===== src/rtl/pe_array_ctrl.sv =====
// PE array controller: loads the current block, snake-scans the search
// window one candidate per cycle and tags each SAD result as it emerges.
module pe_array_ctrl #(
    parameter int CURR_ROWS = 8,
    parameter int SR_V      = 16,
    parameter int SR_H      = 16,
    parameter int PIPE_LAT  = 3
) (
    input  logic       clk,
    input  logic       rst_n,
    input  logic       start,
    input  logic       abort,
    output logic       busy,
    output logic       done,
    output logic       in_curr_enable,
    output logic       CB_select,
    output logic [1:0] abs_Control,
    output logic [1:0] ref_input_Control,
    output logic       change_ref,
    output logic       sad_valid,
    output logic [7:0] cand_x,
    output logic [7:0] cand_y
);

    typedef enum logic [2:0] {
        IDLE,
        LOAD,
        SEARCH,
        DRAIN,
        DONE
    } state_t;

    localparam logic [15:0] LOAD_LAST  = 16'(CURR_ROWS - 1);
    localparam logic [15:0] DRAIN_LAST = 16'(PIPE_LAT - 1);
    localparam logic [7:0]  ROW_LAST   = 8'(SR_V - 1);
    localparam logic [7:0]  COL_LAST   = 8'(SR_H - 1);

    state_t      state, state_nxt;
    logic [15:0] cnt, cnt_nxt;
    logic [7:0]  row, row_nxt;
    logic [7:0]  col, col_nxt;

    logic        busy_nxt;
    logic        done_nxt;
    logic        ice_nxt;
    logic [1:0]  abs_nxt;
    logic [1:0]  refc_nxt;
    logic        chg_nxt;
    logic [7:0]  cy_nxt;

    logic [PIPE_LAT-1:0]      pv;
    logic [PIPE_LAT-1:0][7:0] px;
    logic [PIPE_LAT-1:0][7:0] py;

    always_ff @(posedge clk or negedge rst_n) begin
        if (!rst_n) begin
            state             <= IDLE;
            cnt               <= '0;
            row               <= '0;
            col               <= '0;
            busy              <= 1'b0;
            done              <= 1'b0;
            in_curr_enable    <= 1'b0;
            abs_Control       <= 2'b00;
            ref_input_Control <= 2'b11;
            change_ref        <= 1'b0;
            CB_select         <= 1'b0;
        end else begin
            state             <= state_nxt;
            cnt               <= cnt_nxt;
            row               <= row_nxt;
            col               <= col_nxt;
            busy              <= busy_nxt;
            done              <= done_nxt;
            in_curr_enable    <= ice_nxt;
            abs_Control       <= abs_nxt;
            ref_input_Control <= refc_nxt;
            change_ref        <= chg_nxt;
            if (state == DONE && !abort)
                CB_select <= ~CB_select;
        end
    end

    always_comb begin
        state_nxt = state;
        cnt_nxt   = cnt;
        row_nxt   = row;
        col_nxt   = col;
        if (abort) begin
            state_nxt = IDLE;
            cnt_nxt   = '0;
            row_nxt   = '0;
            col_nxt   = '0;
        end else begin
            unique case (state)
                IDLE: begin
                    if (start) begin
                        state_nxt = LOAD;
                        cnt_nxt   = '0;
                    end
                end
                LOAD: begin
                    if (cnt == LOAD_LAST) begin
                        state_nxt = SEARCH;
                        cnt_nxt   = '0;
                        row_nxt   = '0;
                        col_nxt   = '0;
                    end else begin
                        cnt_nxt = cnt + 16'd1;
                    end
                end
                SEARCH: begin
                    if (row != ROW_LAST) begin
                        row_nxt = row + 8'd1;
                    end else if (col != COL_LAST) begin
                        row_nxt = '0;
                        col_nxt = col + 8'd1;
                    end else begin
                        state_nxt = DRAIN;
                        cnt_nxt   = '0;
                    end
                end
                DRAIN: begin
                    if (cnt == DRAIN_LAST)
                        state_nxt = DONE;
                    else
                        cnt_nxt = cnt + 16'd1;
                end
                DONE: begin
                    state_nxt = IDLE;
                    cnt_nxt   = '0;
                    row_nxt   = '0;
                    col_nxt   = '0;
                end
                default: state_nxt = IDLE;
            endcase
        end
    end

    // Outputs are decoded from the upcoming state so they register with it.
    always_comb begin
        busy_nxt = (state_nxt != IDLE);
        done_nxt = (state_nxt == DONE);
        ice_nxt  = (state_nxt == LOAD);
        abs_nxt  = 2'b00;
        refc_nxt = 2'b11;
        chg_nxt  = 1'b0;
        cy_nxt   = col_nxt[0] ? (ROW_LAST - row_nxt) : row_nxt;
        unique case (state_nxt)
            LOAD: refc_nxt = 2'b00;
            SEARCH: begin
                abs_nxt = 2'b01;
                if (row_nxt == ROW_LAST && col_nxt != COL_LAST) begin
                    chg_nxt  = 1'b1;
                    refc_nxt = 2'b00;
                end else begin
                    refc_nxt = col_nxt[0] ? 2'b10 : 2'b01;
                end
            end
            default: ;
        endcase
    end

    // Stage 0 mirrors the registered controls; the output stage adds the last cycle.
    always_ff @(posedge clk or negedge rst_n) begin
        if (!rst_n) begin
            pv        <= '0;
            px        <= '0;
            py        <= '0;
            sad_valid <= 1'b0;
            cand_x    <= '0;
            cand_y    <= '0;
        end else if (abort) begin
            pv        <= '0;
            px        <= '0;
            py        <= '0;
            sad_valid <= 1'b0;
        end else begin
            pv[0] <= (abs_nxt == 2'b01);
            px[0] <= col_nxt;
            py[0] <= cy_nxt;
            for (int i = 1; i < PIPE_LAT; i++) begin
                pv[i] <= pv[i-1];
                px[i] <= px[i-1];
                py[i] <= py[i-1];
            end
            sad_valid <= pv[PIPE_LAT-1];
            if (pv[PIPE_LAT-1]) begin
                cand_x <= px[PIPE_LAT-1];
                cand_y <= py[PIPE_LAT-1];
            end
        end
    end

endmodule


===== config.mk =====
export PLATFORM = sky130hd
export DESIGN_NAME = pe_array_ctrl
export DESIGN_NICKNAME = d
export VERILOG_FILES = /design/src/rtl/pe_array_ctrl.sv
export SDC_FILE = /design/constraint.sdc
export NUM_CORES = 1
export LEC_CHECK = 0
export ABC_AREA = 1
export BUFFER_PORTS_ARGS = -buffer_cell sky130_fd_sc_hd__buf_4
export CAP_MARGIN = 25
export CORE_MARGIN = 10
export CORE_UTILIZATION = 50
export DETAILED_ROUTE_END_ITERATION = 10
export MAX_ROUTING_LAYER = met4
export PLACE_DENSITY = 0.69
export SYNTH_ARGS = -nofsm -noshare
export SYNTH_HDL_FRONTEND = slang
export SYNTH_SLANG_ARGS = --single-unit
export TNS_END_PERCENT = 5

===== constraint.sdc =====
create_clock -name clk -period 3.5 [get_ports clk]
set_input_delay 0.525 -clock clk [delete_from_list [all_inputs] [get_ports clk]]
set_output_delay 0.525 -clock clk [all_outputs]
set_load 0.02 [all_outputs]

After elaboration in Yosys (flattened, before gate mapping)
Index checks and enable logic that the tools add are counted.
Storage, ports and cells
  logic and storage cells: 88
  output and inout port bits: 26
  register bits: 112
Operators by class
  eq/ne operators: 18
  add/sub/neg operators: 4
  bitwise gates (word level): 2
  reductions and logical operators: 8
  muxes and demuxes: 35
Operator list (number)
  2-to-1 mux 16 bit: 6
  case mux 16 bit (5 select lines): 1
  2-to-1 mux 8 bit: 9
  2-to-1 mux 24 bit: 2
  case mux 8 bit (3 select lines): 2
  inequality test 8 x 4 -> 1 bit (second input constant): 3
  2-to-1 mux 3 bit: 7
  adder 16 x 1 -> 16 bit (second input constant): 1
  adder 8 x 1 -> 8 bit (second input constant): 2
  equality test 16 x 2 -> 1 bit (second input constant): 1
  equality test 16 x 3 -> 1 bit (second input constant): 1
  inequality test 3 bit (second input constant): 4
  case mux 3 bit (4 select lines): 1
  equality test 3 x 2 -> 1 bit (second input constant): 3
  equality test 8 x 4 -> 1 bit (second input constant): 1
  subtractor 4 x 8 -> 8 bit (first input constant): 1
  equality test 3 x 1 -> 1 bit (second input constant): 2
  equality test 3 bit (second input constant): 2
  nonzero test 6 bit: 1
  AND reduction 5 bit: 1
  2-to-1 mux 1 bit: 4
  2-to-1 mux 2 bit: 2
  case mux 2 bit (2 select lines): 1
  zero test 3 bit: 1
  other kinds (6): 8

Logic depth before layout (Yosys ltp)
  word-level depth: 9
  mapped depth: 18
  gate-level depth less buffers: 17

Least setup slack after synthesis
OpenSTA, ideal clock, no wires.
  kind: reg2reg
  from: reg cnt[0]
  to: reg ref_input_Control[1]
  arrival time: 2.062 ns
  slack: 1.363 ns
  buffers on the path: 1
  stages on the path, launching flop included: 17
  setup time: 0.075 ns
  clock period less this slack: 2.137 ns
  cell sequence: dfrtp_1 -> ha_1 -> nand3_1 -> nor2_1 -> nand2_1 -> nand2_1 -> nand2_2 -> buf_6 -> a22oi_2 -> ha_1 -> inv_1 -> a21oi_1 -> nand3_1 -> nor2_1 -> nand2_1 -> nand2_1 -> nand2_1
On the way
  cells in the longest elaborated chain, start to end: 8
  elaborated cells on any way between the ends: 20
  those cells by class: eq/ne: 6; mux: 13; reduce/logical: 1
Ends and longest elaborated chain
  from (decl): line 39  | logic [15:0] cnt, cnt_nxt;
  from (signal assigned): line 70  | cnt <= cnt_nxt;
  equality test 16 x 3 -> 1 bit: line 103  | if (cnt == LOAD_LAST) begin
  2-to-1 mux 8 bit: line 103
  case mux 8 bit (3 select lines): line 95  | unique case (state)
  2-to-1 mux 8 bit: line 89  | if (abort) begin
  equality test 8 x 4 -> 1 bit or inequality test 8 x 4 -> 1 bit (tied branches): line 153  | if (row_nxt == ROW_LAST && col_nxt != COL_LAST) begin
  logical AND 1 bit: line 153
  2-to-1 mux 2 bit: line 153
  case mux 2 bit (2 select lines) (*): line 149  | unique case (state_nxt)
  named net refc_nxt[1]: line 47  | logic [1:0] refc_nxt;
  to (signal assigned): line 77  | ref_input_Control <= refc_nxt;
  to (decl): line 18  | output logic [1:0] ref_input_Control,
Mark *: on every way through the listed nets, which the timed path passes. The rest lies on a longest branch.
A chain may end at the register's enable or synchronous reset.

Worst setup path in the final report
  from: reg cnt[0]
  to: reg ref_input_Control[0]
Same word-level chain as after synthesis.

==> results.ini <==
[status]
outcome = complete, no violations

[placement]
dp_hpwl_mm = 7.04
portBuffers = 28
gp_congestion = 0.927
place_area_sq_um = 5150

[drt]
final_antenna_net_count = 0
dr_total_vias = 3725
vias_per_cell = 4.94
drtPass1Iterations = 5
drc_errors = 0
drt_iter0_drc = 370
finalWirelength_mm = 9.73
routedWlPerCell_um = 12.9

[global_route]
antenna_found_initial = 0
grtUsageTotal_pct = 14.5
grt_pass1_wl_mm = 16.7
grt_pass1_vias = 3566
grt_max_degree = 87
overflow = 0

[floorplan]
start_util_pct = 51.8
io_pins = 30
fp.dieW_um = 118
rows = 35
core_area_sq_um = 9330
die_area_sq_um = 14000
die_h_um = 118

[timing]
max_slew_margin_pct = 66.9
timing.fmax_mhz = 375
fin_hold_ws_ns = 0.391
setup_viol = 0
rsz0062_at_grt = false
slew_viol_final = 0
tightest_slew_ns = 0.492
hold_viol_final = 0
finalSetupTns_ns = 0
fin_crit_sh_pct = 76.2
clock-skew-final_ns = 0.0145
fin_crit_ns = 2.67

[worst_setup_path]
timing.critical_path.buf_inv = 2
worst_path_most_repeated_cell = nand2_1
cp.required_ns = 3.81
cp_top_family = simple AND/OR/NAND/NOR gates
start_kind = flop
arrival_ns = 2.97
cp_slowest_cell = dfrtp_1
end_kind = flop
slowest_delay_ns = 0.42
critPathKind = flop to flop
crit_chain = ha_1, nand3_1, nor2_1, nand2_1, nand2_1, nand2_2, inv_2, nand3_1, nand2_1, ha_1, inv_1, a21oi_1, nand3_1, nor2_1, nand2_1, nand2_1, nand2_1
cp_max_fo = 11

[synthesis]
synth_compound_area_share_pct = 4.53
synth_top_family_by_area = simple AND/OR/NAND/NOR gates
synth_area_leaders = dfrtp_1 53%, nand2_1 12%, nor2_1 6.6%
yosys.area_share.simple_pct = 29.1
ys_seq_area_share_pct = 54.4
yosys.area.top_type = dfrtp_1
postSynthAreaPerCell_sq_um = 8.20
syn_nets = 598
yosys-mux-area-fraction_pct = 0
yosys_register_bits = 105
synth_fa_ha_area_share_pct = 1.29
ys_warn_count = 0
postSynthCellCount = 589
synth_xor_area_share_pct = 1.81
syn_area_sq_um = 4830
yosysUniqueCellTypes = 37
synth_top_cell_area_share_pct = 53.3

[clocking]
clkTransAtPathRegs_ns = 0.11
ctsHtreeMaxLevel = 3
cts_buffer_depth = 2
clock_latency_ns = 0.37
cts_tree = yes
cts_resized = 0
root_buffer = clkbuf_8
cts_made_buffers = 9
cts.sinks = 105

[layout]
drive_gt1_share_pct = 12.3
fin_nets = 629
area_delta_synth_final_pct = 11.7
diodes = 0
fin_area_sq_um = 5400

[worst_hold_path]
worstHoldPathType = input port to flop

[power]
fin_total_pwr_mw = 2.17
peakVddDrop_uv = 258
power.leakage_nw = 2.79
power_density_nw_per_um2 = 403

[job]
drv_cap = 0

-- stage by stage --
step	instances	util, %	setup WS (ns)
global placement	736	55.2	1.10
detailed placement	736	55.2	0.964
global route	754	57.9	0.565
CTS	752	57.5	0.936
floorplan	589	-	1.36
finish	754	57.9	0.833
-- cells by family (layout without fill, tap and decap cells) --
family,count (synthesis),count (layout)
fa+ha+maj,5,5
xor+xnor,10,10
simple gates,325,325
buf+inv,103,139
other cells,1,1
compound gates,40,40
flops,105,105
-- per-layer routing --
layer | GRT usage [%] | vias to the layer above | share of wire (%)
li1 | - | 1877 | -
met1 | 18.7 | 1715 | 46
met2 | 22.3 | 118 | 45
met3 | 2.71 | 15 | 7.1
met4 | 5.64 | 0 | 1.6
met5 | - | - | 0
-- worst paths after layout --
path                                    startpoint                              to  slack, ns  depth (start not counted)
max in group asynchronous                    rst_n                px[12]$_DFF_PN0_       2.21                          4
min in group asynchronous                    rst_n             cnt[15]$_DFFE_PN0P_       0.50                          2
worst max register to register  cnt[0]$_DFFE_PN0P_  ref_input_Control[0]$_DFF_PN1_       0.83                         17
worst min register to register    px[20]$_DFF_PN0_           cand_x[4]$_DFFE_PN0P_       0.44                          2
worst min-delay path                         abort                row[7]$_DFF_PN0_       0.39                          2
worst max-delay path            cnt[0]$_DFFE_PN0P_  ref_input_Control[0]$_DFF_PN1_       0.83                         17
-- cells in the final DEF, fill, tap and decap left out, drive strengths merged --
cell | synthesis | layout
xnor2 | 5 | 5
xor2 | 5 | 5
nand3 | 48 | 48
dlygate4sd3 | 0 | 1
dfstp | 2 | 2
clkbuf | 2 | 9
o21a | 1 | 1
or2 | 2 | 2
a31oi | 1 | 1
o211ai | 1 | 1
a22oi | 1 | 1
nand3b | 4 | 4
o31ai | 1 | 1
nor2 | 95 | 95
nor3 | 4 | 4
nand2 | 160 | 160
nand4 | 8 | 8
a21oi | 20 | 20
ha | 5 | 5
nor4 | 3 | 3
o21ai | 14 | 14
clkinv | 1 | 6
buf | 13 | 34
nor3b | 1 | 1
inv | 87 | 89
conb | 1 | 1
dfrtp | 103 | 103
o21bai | 1 | 1
-- power by group --
part	switching [mW]	internal, mW
combinational	0.114	0.0514
clock	0.468	0.287
sequential	0.0147	1.24
-- area by class of cell --
class,count,area (sq um)
Multi-Input combinational cell,381,1780
Fill cell,855,3930
Sequential cell,105,2630
Clock buffer,9,124
Inverter,88,330
Tap cell,129,161
Clock inverter,7,86.3
Timing Repair Buffer,35,285
-- worst register-to-register path, stage by stage, from the launching register on --
cell	delay [ns]
dfrtp_1	0.42
ha_1	0.26
nand3_1	0.12
nor2_1	0.16
nand2_1	0.15
nand2_1	0.15
nand2_2	0.18
inv_2	0.11
nand3_1	0.06
nand2_1	0.14
ha_1	0.18
inv_1	0.06
a21oi_1	0.12
nand3_1	0.08
nor2_1	0.18
nand2_1	0.11
nand2_1	0.07
nand2_1	0.05
-- cell usage after synthesis --
master	number
o21a_1	1
xor2_1	5
nor4_4	1
nor2_2	8
nand2_2	4
a22oi_2	1
nor3b_1	1
nand4_1	8
nor2_4	2
a21oi_1	20
clkbuf_1	2
buf_4	2
dfrtp_1	103
nor3_1	4
nor4_1	2
o211ai_1	1
nand3_2	2
buf_2	5
nor2_1	85
conb_1	1
a31oi_1	1
o21ai_0	11
or2_2	2
nand2_1	156
o31ai_1	1
ha_1	5
o21ai_1	3
nand3b_1	4
xnor2_1	5
inv_2	5
buf_1	3
o21bai_1	1
nand3_1	46
dfstp_2	2
inv_1	82
clkinv_1	1
buf_6	3
-- flip-flops by register name (all words and copies together) (netlist names) --
name,cells
pv,3
cand_y,8
cnt,16
py,23
in_curr_enable,1
ref_input_Control,2
busy,1
cand_x,8
abs_Control,1
row,8
state,3
col,7
CB_select,1
done,1
px,20
change_ref,1
sad_valid,1
-- what timing repair did --
action	in CTS	in global routing
hold buffers	0	1
buffers inserted	0	0
endpoints found under the hold margin	0	7
(Power assumes the default switching activity.)
